`config.mk`:
```
export PLATFORM = sky130hd
export DESIGN_NAME = wb_stage
export DESIGN_NICKNAME = d
export VERILOG_FILES = /design/src/rtl/y86_pkg.sv /design/src/rtl/wb_retire_cnt.sv /design/src/rtl/wb_stage.sv
export SDC_FILE = /design/constraint.sdc
export NUM_CORES = 1
export LEC_CHECK = 0
export BUFFER_PORTS_ARGS = -buffer_cell sky130_fd_sc_hd__buf_2
export CORE_MARGIN = 2
export CORE_UTILIZATION = 45
export CTS_CLUSTER_SIZE = 30
export DETAILED_ROUTE_END_ITERATION = 7
export PLACE_DENSITY = 0.78
export SETUP_SLACK_MARGIN = 0.3
export SLEW_MARGIN = 25
export SYNTH_ARGS = -nofsm -noshare
export SYNTH_HDL_FRONTEND = slang
export SYNTH_HIERARCHICAL = 1
export SYNTH_SLANG_ARGS = --single-unit
```
`constraint.sdc`:
```
create_clock -name clk -period 3.8 [get_ports clk]
set_input_delay 0.76 -clock clk [delete_from_list [all_inputs] [get_ports clk]]
set_output_delay 0.76 -clock clk [all_outputs]
set_load 0.02 [all_outputs]
```
`src/rtl/y86_pkg.sv`:
```
// Shared Y86-64 definitions for the writeback stage: status codes, register IDs,
// icodes and the W pipeline register layout.
package y86_pkg;

  localparam int Y86_DATA_W = 64;
  localparam int Y86_REG_W  = 4;
  localparam int Y86_STAT_W = 3;

  localparam logic [Y86_STAT_W-1:0] SAOK = 3'd1;
  localparam logic [Y86_STAT_W-1:0] SHLT = 3'd2;
  localparam logic [Y86_STAT_W-1:0] SADR = 3'd3;
  localparam logic [Y86_STAT_W-1:0] SINS = 3'd4;

  localparam logic [Y86_REG_W-1:0] RNONE = 4'hF;

  localparam logic [3:0] IHALT = 4'h0;
  localparam logic [3:0] INOP  = 4'h1;

  typedef enum logic {
    RUN    = 1'b0,
    HALTED = 1'b1
  } wb_state_e;

  typedef struct packed {
    logic                  valid;
    logic [Y86_STAT_W-1:0] stat;
    logic [3:0]            icode;
    logic [Y86_DATA_W-1:0] val_e;
    logic [Y86_DATA_W-1:0] val_m;
    logic [Y86_REG_W-1:0]  dst_e;
    logic [Y86_REG_W-1:0]  dst_m;
  } w_reg_t;

  localparam w_reg_t W_BUBBLE = '{
    valid: 1'b0,
    stat:  SAOK,
    icode: INOP,
    val_e: '0,
    val_m: '0,
    dst_e: RNONE,
    dst_m: RNONE
  };

endpackage

```
`src/rtl/wb_retire_cnt.sv`:
```
// Retired-instruction counter for the writeback stage; wraps to zero on overflow.
module wb_retire_cnt #(
  parameter int CNT_W = 64
) (
  input  logic             clk,
  input  logic             rst_n,
  input  logic             inc,
  output logic [CNT_W-1:0] count
);

  logic [CNT_W-1:0] cnt_q;
  logic [CNT_W-1:0] cnt_d;

  always_comb begin
    cnt_d = cnt_q;
    if (inc) begin
      cnt_d = cnt_q + CNT_W'(1);
    end
  end

  always_ff @(posedge clk or negedge rst_n) begin
    if (!rst_n) begin
      cnt_q <= '0;
    end else begin
      cnt_q <= cnt_d;
    end
  end

  assign count = cnt_q;

endmodule

```
`src/rtl/wb_stage.sv`:
```
// Y86-64 writeback stage: W pipeline register, register-array write-port gating and
// sticky halt FSM. Optional retire counter enabled by defining WB_RETIRE_CNT_EN.
module wb_stage
  import y86_pkg::*;
#(
  // Widths must match the y86_pkg W register layout.
  parameter int DATA_W = Y86_DATA_W,
  parameter int REG_W  = Y86_REG_W,
  parameter int STAT_W = Y86_STAT_W
`ifdef WB_RETIRE_CNT_EN
  ,
  parameter int CNT_W  = 64
`endif
) (
  input  logic              clk,
  input  logic              rst_n,
  input  logic              m_valid,
  input  logic [STAT_W-1:0] m_stat,
  input  logic [3:0]        m_icode,
  input  logic [DATA_W-1:0] m_valE,
  input  logic [DATA_W-1:0] m_valM,
  input  logic [REG_W-1:0]  m_dstE,
  input  logic [REG_W-1:0]  m_dstM,
  input  logic              w_stall,
  input  logic              w_bubble,
  output logic [REG_W-1:0]  dstE,
  output logic [DATA_W-1:0] E,
  output logic [REG_W-1:0]  dstM,
  output logic [DATA_W-1:0] M,
  output logic [STAT_W-1:0] w_stat,
  output logic [3:0]        w_icode,
  output logic              halted
`ifdef WB_RETIRE_CNT_EN
  ,
  output logic [CNT_W-1:0]  retired
`endif
);

  w_reg_t    w_q;
  w_reg_t    w_d;
  wb_state_e state_q;
  wb_state_e state_d;

  logic [REG_W-1:0] dst_e_gated;
  logic [REG_W-1:0] dst_m_gated;
  logic             w_commit;

  always_comb begin
    w_d     = w_q;
    state_d = state_q;
    if (state_q == RUN && !w_stall) begin
      // An invalid M slot loads a clean bubble so it can never raise a fault.
      if (w_bubble || !m_valid) begin
        w_d = W_BUBBLE;
      end else begin
        w_d.valid = 1'b1;
        w_d.stat  = m_stat;
        w_d.icode = m_icode;
        w_d.val_e = m_valE;
        w_d.val_m = m_valM;
        w_d.dst_e = m_dstE;
        w_d.dst_m = m_dstM;
        if (m_stat != SAOK) begin
          state_d = HALTED;
        end
      end
    end
  end

  always_ff @(posedge clk or negedge rst_n) begin
    if (!rst_n) begin
      w_q     <= W_BUBBLE;
      state_q <= RUN;
    end else begin
      w_q     <= w_d;
      state_q <= state_d;
    end
  end

  assign w_commit    = w_q.valid && (w_q.stat == SAOK);
  assign dst_e_gated = w_commit ? w_q.dst_e : RNONE;
  assign dst_m_gated = w_commit ? w_q.dst_m : RNONE;

  // Same destination on both ports: the memory result wins (popq %rsp).
  always_comb begin
    dstE = dst_e_gated;
    if (dst_e_gated == dst_m_gated && dst_m_gated != RNONE) begin
      dstE = RNONE;
    end
  end

  assign dstM    = dst_m_gated;
  assign E       = w_q.val_e;
  assign M       = w_q.val_m;
  assign w_stat  = w_q.stat;
  assign w_icode = w_q.icode;
  assign halted  = (state_q == HALTED);

`ifdef WB_RETIRE_CNT_EN
  logic retire_inc;

  assign retire_inc = (state_q == RUN) && !w_stall && !w_bubble &&
                      m_valid && (m_stat == SAOK);

  wb_retire_cnt #(
    .CNT_W(CNT_W)
  ) u_retire_cnt (
    .clk  (clk),
    .rst_n(rst_n),
    .inc  (retire_inc),
    .count(retired)
  );
`endif

endmodule

```
# Word-level counts from Yosys, hierarchy flattened
# Cells that the tools add are included.
# W data, S select, Z words.
# totals
latchBits,0
regBits,145
n_memories,0
ram_bits,0
word_cells,25
romBits,0
output_inout_bits,144
input_bits,148
# classes
bitwise_logic,2
eq_ne,4
add_sub_neg,0
n_reduce_logical,7
order_cmp,0
multipliers,0
n_mux,4
div_mod_pow,0
shift,0
# op_table
operator,count
$mux W144,1
$mux W4,3
$eq A4 B4 Y1,1
$ne A4 B4 Y1 const B,1
$eq A3 B1 Y1 const B,1
$logic_and A1 B1 Y1,3
$ne A3 B1 Y1 const B,1
$reduce_and A3 Y1,1
$logic_not A1 Y1,2
$not A1 Y1,2
$logic_or A1 B1 Y1,1

# Longest topological paths before layout
# Gate-level depths: netlist of run 1.
# logic_depth
ltp_word,6
depth_mapped,7
ltp_nobuf,3

# Worst setup path before layout of run 1
# No wires, ideal clock.
# synth_path
path_type,reg2out
from,register w_q[1] (netlist bit)
to,output dstE[0]
arrival_time_ns,1.269
n_path_buf,0
required_ns,3.040
slack_ns,1.771
stages_incl_launch_ff,4
path_cell_list,dfstp_2 > xnor2_1 > nand3_1 > o21ai_0
# synth_between
elab_chain_len,4
elab_cells_between_ends,5
cone_classes,eq/ne (2); mux (2); reduce/logical (1)
# synth_lines
item,line,rtl
start: declaration,wb_stage.sv:39,w_reg_t w_q;
start signal: assignment,wb_stage.sv:75,w_q <= w_d;
$mux W4 (*),wb_stage.sv:82,assign dst_m_gated = w_commit ? w_q.dst_m : RNONE;
$eq A4 B4 Y1 or $ne A4 B4 Y1 (tied branches),wb_stage.sv:87,if (dst_e_gated == dst_m_gated && dst_m_gated != RNONE) begin
$logic_and A1 B1 Y1 (*),wb_stage.sv:87,
$mux W4 (*),wb_stage.sv:87,
end: declaration,wb_stage.sv:26,"output logic [REG_W-1:0] dstE,"
# Every way passes the cells marked *; elsewhere a longest branch is shown, timed or not.

# Worst setup path in the final report of run 1
# layout_path
from,"register w_q, in the netlist w_stat[0]"
to,output dstM[1]
# layout_between
elab_chain_len,3
# layout_lines
item,line,rtl
$eq A3 B1 Y1,wb_stage.sv:80,assign w_commit = w_q.valid && (w_q.stat == SAOK);
$logic_and A1 B1 Y1,wb_stage.sv:80,
$mux W4,wb_stage.sv:82,
end: declaration,wb_stage.sv:28,"output logic [REG_W-1:0] dstM,"
# No other way between the ends.

==> impl_metrics.csv, run 1 <==
group,metric,value,unit
outcome,outcome,"finished clean",
synth,synth-seq-area-share,0.580,
worst_setup_path,endpoint,"dstM[1]",
worst_setup_path,criticalPathCategory,"reg -> out",
clocking,cts_setup_buffers,0,
clocking,clkSlewWorstSetupHoldPaths,0.06,ns
clocking,root_buffer,"clkbuf_16",
layout,ff_latch_area,3640,um2
floorplanning,dieArea,14900,um2
sta,hold_violations,0,
global_routing,grt_overflow,0,
synth,synth_top_area_share,0.538,
routing,drtIter0Drc,225,
floorplanning,std_cell_rows,43,
clocking,clkSinkCount,145,
clocking,numCtsBuffers,17,
routing,drt_wl_total,14000,um
worst_setup_path,ff2ff_path_depth,3,
synth,ys.flop_type,"dfrtp_1",
routing,drt_first_pass_iters,4,
sta,finalClockSkew,0.0106,ns
worst_setup_path,cp_data_arrival_time,1.86,ns
worst_setup_path,worst_ep_required_time,3.04,ns
power,vdd_drop_max,294,uV
global_routing,grt_pass1_vias,4184,
placement,gp_congestion,0.822,
floorplanning,start_util,0.456,
routing,remaining_drc_errors,0,
global_routing,antenna_found_initial,0,
global_routing,gr-usage-all-layers,0.184,
layout,diodes,0,
clocking,cts_buffer_depth,2,
worst_setup_path,r2r_slack,1.70,ns
synth,synth_area_leaders,"dfrtp_1 54%, a22o_1 19%, buf_4 16%",
routing,antenna_left,0,
synth,async_flop_share,1.00,
synth,synthCells,486,
worst_setup_path,end_kind,"primary output",
worst_setup_path,cp-startpoint,"w_stat[0]",
placement,dp_hpwl,10000,um
global_routing,grt_max_degree,89,
placement,portBuffers,291,
layout,area_delta_synth_final,17.0,%
sta,period_share,0.690,
routing,vias,4154,
global_routing,grt_pass1_wl,21200,um
floorplanning,core_area,13800,um2
flow_run,timing.max_cap.violations,0,
routing,viasPerCell,5.02,
worst_setup_path,start_kind,"flop",
sta,tns,0,ns
synth,synth_common_cells,"136 x buf_4, 135 x dfrtp_1, 133 x a22o_1, 15 x clkbuf_1",
clocking,cts.repair.resized,0,
floorplanning,die_width,122,um
clocking,cts_tree,"built",
clocking,insertion_delay,0.41,ns
sta,max_slew_margin,0.482,
power,power.leakage,4.03,nW
synth,ys.warnings.count,6,
layout,final_nets,782,
clocking,ctsHoldBuffers,0,
worst_setup_path,r2r-start,"halted",
synth,synth_most_common_cell,"buf_4",
sta,rsz0062_at_grt,"no",
synth,synth-seq-cells,145,
floorplanning,die_y,122,um
synth,synth_edf_count,0,
routing,wl_per_cell,16.9,um
sta,period_minus_slack,2.62,ns
clocking,htreeDepth,4,
synth,avgSynthCellArea,12.9,um2
synth,synth_area,6280,um2
synth,synthesis.nets,634,
synth,yosys.area.top_type,"dfrtp_1",
sta,fin_ws,1.18,ns
sta,report.final.slew_viol_count,0,
power,p_per_area,670,nW/um2
layout,multi_input_area,1450,um2
layout,fillerInstances,1190,
sta,hold_slack,0.403,ns
worst_setup_path,timing.rr.end,"E[22]",
floorplanning,ios,292,
synth,synth_cell_types,22,
sta,clock.fmax,381,MHz
placement,dpl_worst_slack,1.25,ns
layout,drive_gt1_frac,0.522,
sta,worst_slew_pin_slew,0.777,ns
worst_hold_path,hold_path.class,"in -> async",
sta,finalSetupViolCount,0,
worst_setup_path,cp_max_fo,4,
[stage by stage]
stage,utilization,area [um2],std cells,power (mW)
floorplan,-,6280,486,3.35
global placement,0.496,6830,795,3.44
detailed placement,0.496,6830,795,3.49
CTS,0.534,7350,827,4.98
global route,0.534,7350,827,5.17
finish,0.534,7350,827,4.92
[flip-flops by register name, summed over array words and instances, names as in the netlist]
signal / flops
E: 64
w_icode: 4
w_q: 9
M: 64
w_stat: 3
halted: 1
[cell type report]
class	count	share of cell area
clock buffer	19	0.0589
clock inverter	13	0.0123
multi-input combinational	174	0.197
sequential	145	0.495
tap	180	0.0306
timing repair buffer	296	0.206
[report_power, final]
group / leakage [nW] / switching [mW] / internal [mW]
Sequential: 1.92 / 0.211 / 1.90
Clock: 0.238 / 0.633 / 0.831
Combinational: 1.87 / 0.787 / 0.556
Total: 4.03 / 1.63 / 3.29
[cells by family (layout without fill, tap and decap cells)]
logic type | count (synthesis) | in the layout | synth area share
and+or+nand+nor | 22 | 22 | 0.0201
AOI/OAI and AO/OA | 149 | 149 | 0.205
DFF | 145 | 145 | 0.580
buffers and inverters | 167 | 328 | 0.191
xor gates and xnor gates | 3 | 3 | 0.00418
[worst min-delay path by stage]
| stage | end | from | slack (ns) | cells past startpoint |
|---|---|---|---|---|
| final | E[13] | rst_n | 0.40 | 1 |
| after global routing | E[10] | rst_n | 0.45 | 1 |
| after CTS | E[2] | rst_n | 0.43 | 1 |
| after detailed placement | M[39] | M[39] | 0.49 | 1 |
| after global placement | w_q[143] | w_q[143] | 0.47 | 2 |
| after floorplan | E[0] | rst_n | 0.46 | 0 |
[cells in the final DEF, fill, tap and decap left out, drive strengths merged]
| master | synthesis | layout |
|---|---|---|
| a21o | 1 | 1 |
| a21oi | 1 | 1 |
| a22o | 133 | 133 |
| and2 | 1 | 1 |
| buf | 152 | 296 |
| clkbuf | 15 | 19 |
| clkinv | 0 | 4 |
| clkinvlp | 0 | 7 |
| dfrtp | 135 | 135 |
| dfstp | 10 | 10 |
| inv | 0 | 2 |
| nand2 | 3 | 3 |
| nand2b | 4 | 4 |
| nand3 | 2 | 2 |
| nand3b | 1 | 1 |
| nand4bb | 1 | 1 |
| nor2 | 7 | 7 |
| nor3b | 1 | 1 |
| nor4bb | 1 | 1 |
| o21ai | 4 | 4 |
| o22a | 10 | 10 |
| or2 | 1 | 1 |
| xnor2 | 3 | 3 |
[layer usage]
layer	track usage	share of wire	vias to the layer above
met5	0	0	-
met1	0.224	0.41	2028
met3	0.0449	0.068	22
met2	0.309	0.50	192
li1	-	-	1912
met4	0.0841	0.022	0
[critical path, cell delays in order (launching register included)]
cell	delay, ns
dfstp_2	0.55
nor4bb_1	0.60
nand2b_1	0.12
buf_2	0.19
(Power assumes the default switching activity.)
==> run 2: changes to the inputs <==
CORE_UTILIZATION = 42   (was 45)
PLACE_DENSITY = 0.76   (was 0.78)
clock period = 2.3 ns   (was 3.8 ns; I/O delays follow)
==> run 2 against run 1 <==
Net effect:
- the run now ends with negative hold slack left
- register-to-register slack got worse by 1.0 ns
- critical path depth up 1
- sequential power increased by 65%
- die area grew 6.9%
- clock skew fell by 0.0052 ns
- sequential cell count did not move
- power rose by 73%
- count of clock-buffer cells in the layout is the same
- sequential share of layout area is 1.7 points lower
- global-route usage down 0.50 points
- setup slack worse by 0.94 ns
- hold slack got worse by 0.41 ns
==> impl_metrics.csv, run 2 (synthesized netlist as in run 1, its figures left out) <==
group,metric,value,unit
clocking,clkSinkCount,145,
power,power.leakage,4.16,nW
placement,dp_hpwl,10000,um
worst_setup_path,ff2ff_path_depth,4,
layout,final_nets,794,
sta,rsz0062_at_grt,"yes",
clocking,root_buffer,"clkbuf_16",
clocking,numCtsBuffers,17,
power,p_per_area,1120,nW/um2
routing,remaining_drc_errors,0,
clocking,clkSlewWorstSetupHoldPaths,0.06,ns
layout,stdcell_count,842,
worst_setup_path,end_kind,"primary output",
outcome,failed_checks,"negative hold slack",
worst_hold_path,hold_path.class,"in -> async",
routing,drt_first_pass_iters,4,
global_routing,grt_overflow,0,
clocking,cts_buffer_depth,2,
floorplanning,std_cell_rows,44,
sta,period_minus_slack,2.06,ns
worst_setup_path,start_kind,"flop",
sta,finalSetupViolCount,0,
worst_setup_path,worstPathCellList,"xnor2_1 -> nand3_2 -> o21ai_2 -> buf_4",
sta,finalClockSkew,0.00547,ns
sta,hold_slack,-0.00323,ns
layout,postLayoutCoreUtil,0.521,
flow_run,timing.max_cap.violations,0,
worst_setup_path,worst_ep_required_time,1.84,ns
sta,period_share,0.897,
worst_setup_path,r2r_slack,0.67,ns
clocking,cts_tree,"built",
placement,gp_congestion,0.859,
worst_setup_path,timing.rr.end,"E[6]",
routing,vias,4311,
routing,viasPerCell,5.12,
worst_setup_path,cp-startpoint,"w_q[1]",
worst_setup_path,cp_data_arrival_time,1.60,ns
placement,portBuffers,291,
routing,drt_wl_total,14300,um
layout,layout_common_cells,"286 x buf_2, 135 x dfrtp_1, 133 x a22o_1",
worst_setup_path,cp_max_fo,4,
global_routing,grt_pass1_wl,22600,um
sta,worst_slew_pin_slew,0.787,ns
floorplanning,ios,292,
sta,tns,0,ns
global_routing,gr-usage-all-layers,0.179,
sta,hold_violations,1,
worst_setup_path,r2r-start,"halted",
layout,area_delta_synth_final,21.1,%
layout,diodes,0,
global_routing,grt_pass1_vias,4339,
power,vdd_drop_max,466,uV
global_routing,antenna_found_initial,0,
worst_setup_path,slowest_stage,"dfstp_2",
outcome,outcome,"complete, but fails checks",
placement,dp.cells,803,
layout,final_cell_area,7600,um2
routing,drtIter0Drc,205,
placement,placed_cell_area,6900,um2
floorplanning,core_area,14600,um2
worst_setup_path,criticalPathCategory,"reg -> out",
routing,wl_per_cell,17.0,um
routing,antenna_left,0,
floorplanning,dieArea,15900,um2
floorplanning,die_y,126,um
sta,clock.fmax,484,MHz
clocking,insertion_delay,0.41,ns
global_routing,grt_max_degree,74,
worst_setup_path,slowest_delay,0.55,ns
floorplanning,start_util,0.430,
floorplanning,die_width,126,um
clocking,htreeDepth,4,
layout,layout_commonest_cell,"buf_2",
layout,drive_gt1_frac,0.547,
sta,report.final.slew_viol_count,0,
sta,max_slew_margin,0.475,
run 2: cell types whose count changed in the layout (fill, tap and decap cells not counted), sizes merged:
cell	delta
clkinvlp	-3
buf	+12
clkinv	+1
bufinv	+1
run 2: power breakdown:
| part | total (mW) | switching [mW] | internal (mW) | leakage (nW) |
|---|---|---|---|---|
| Combinational | 2.45 | 1.40 | 1.05 | 1.97 |
| Clock | 2.60 | 1.06 | 1.54 | 0.268 |
| Sequential | 3.48 | 0.344 | 3.14 | 1.92 |
run 2: final cells by class:
class	instances	area (um2)
fillers	1263	6990
flip-flops and latches	145	3640
repair buffers	308	1660
multi-input cells	174	1510
clock buffers	19	453
well taps	184	230
clock inverters	12	110
run 2: worst max-delay path by stage:
stage | endpoint | slack [ns] | depth (start not counted)
2_1_floorplan | dstE[0] | 0.57 | 3
3_3_place_gp | E[4] | 0.57 | 5
3_5_place_dp | E[6] | 0.51 | 5
4_1_cts | dstE[1] | 0.25 | 4
5_1_grt | dstE[0] | 0.19 | 4
6_report | dstE[1] | 0.24 | 4
run 2: stage by stage:
stage          power, mW  setup slack (ns)
6_report            8.53             0.236
3_5_place_dp        5.78             0.506
2_1_floorplan       5.54             0.571
4_1_cts             8.57             0.245
3_3_place_gp        5.70             0.566
5_1_grt             8.95             0.188
run 2: timing repair:
item / CTS / global route
setup buffers: 6 / 2
resized for setup: 18 / 4
pin swaps: 4 / 1
hold buffers: 0 / 0
endpoints found under the setup margin: 8 / 8
gates cloned: 0 / 0
run 2: critical path: cells and delay by family, from the launching register on:
family / cells / cell delay, ns
XOR/XNOR: 1 / 0.14
buffers and inverters: 1 / 0.16
flip-flops: 1 / 0.55
AO/OA/AOI/OAI: 1 / 0.18
AND/OR/NAND/NOR: 1 / 0.17
run 2: layer usage:
| metal | wire length [um] | up-vias | track usage |
|---|---|---|---|
| li1 | - | 1941 | - |
| met1 | 5790 | 2150 | 0.223 |
| met2 | 7220 | 191 | 0.285 |
| met3 | 986 | 29 | 0.0552 |
| met4 | 335 | 0 | 0.0879 |
| met5 | 0 | - | 0 |
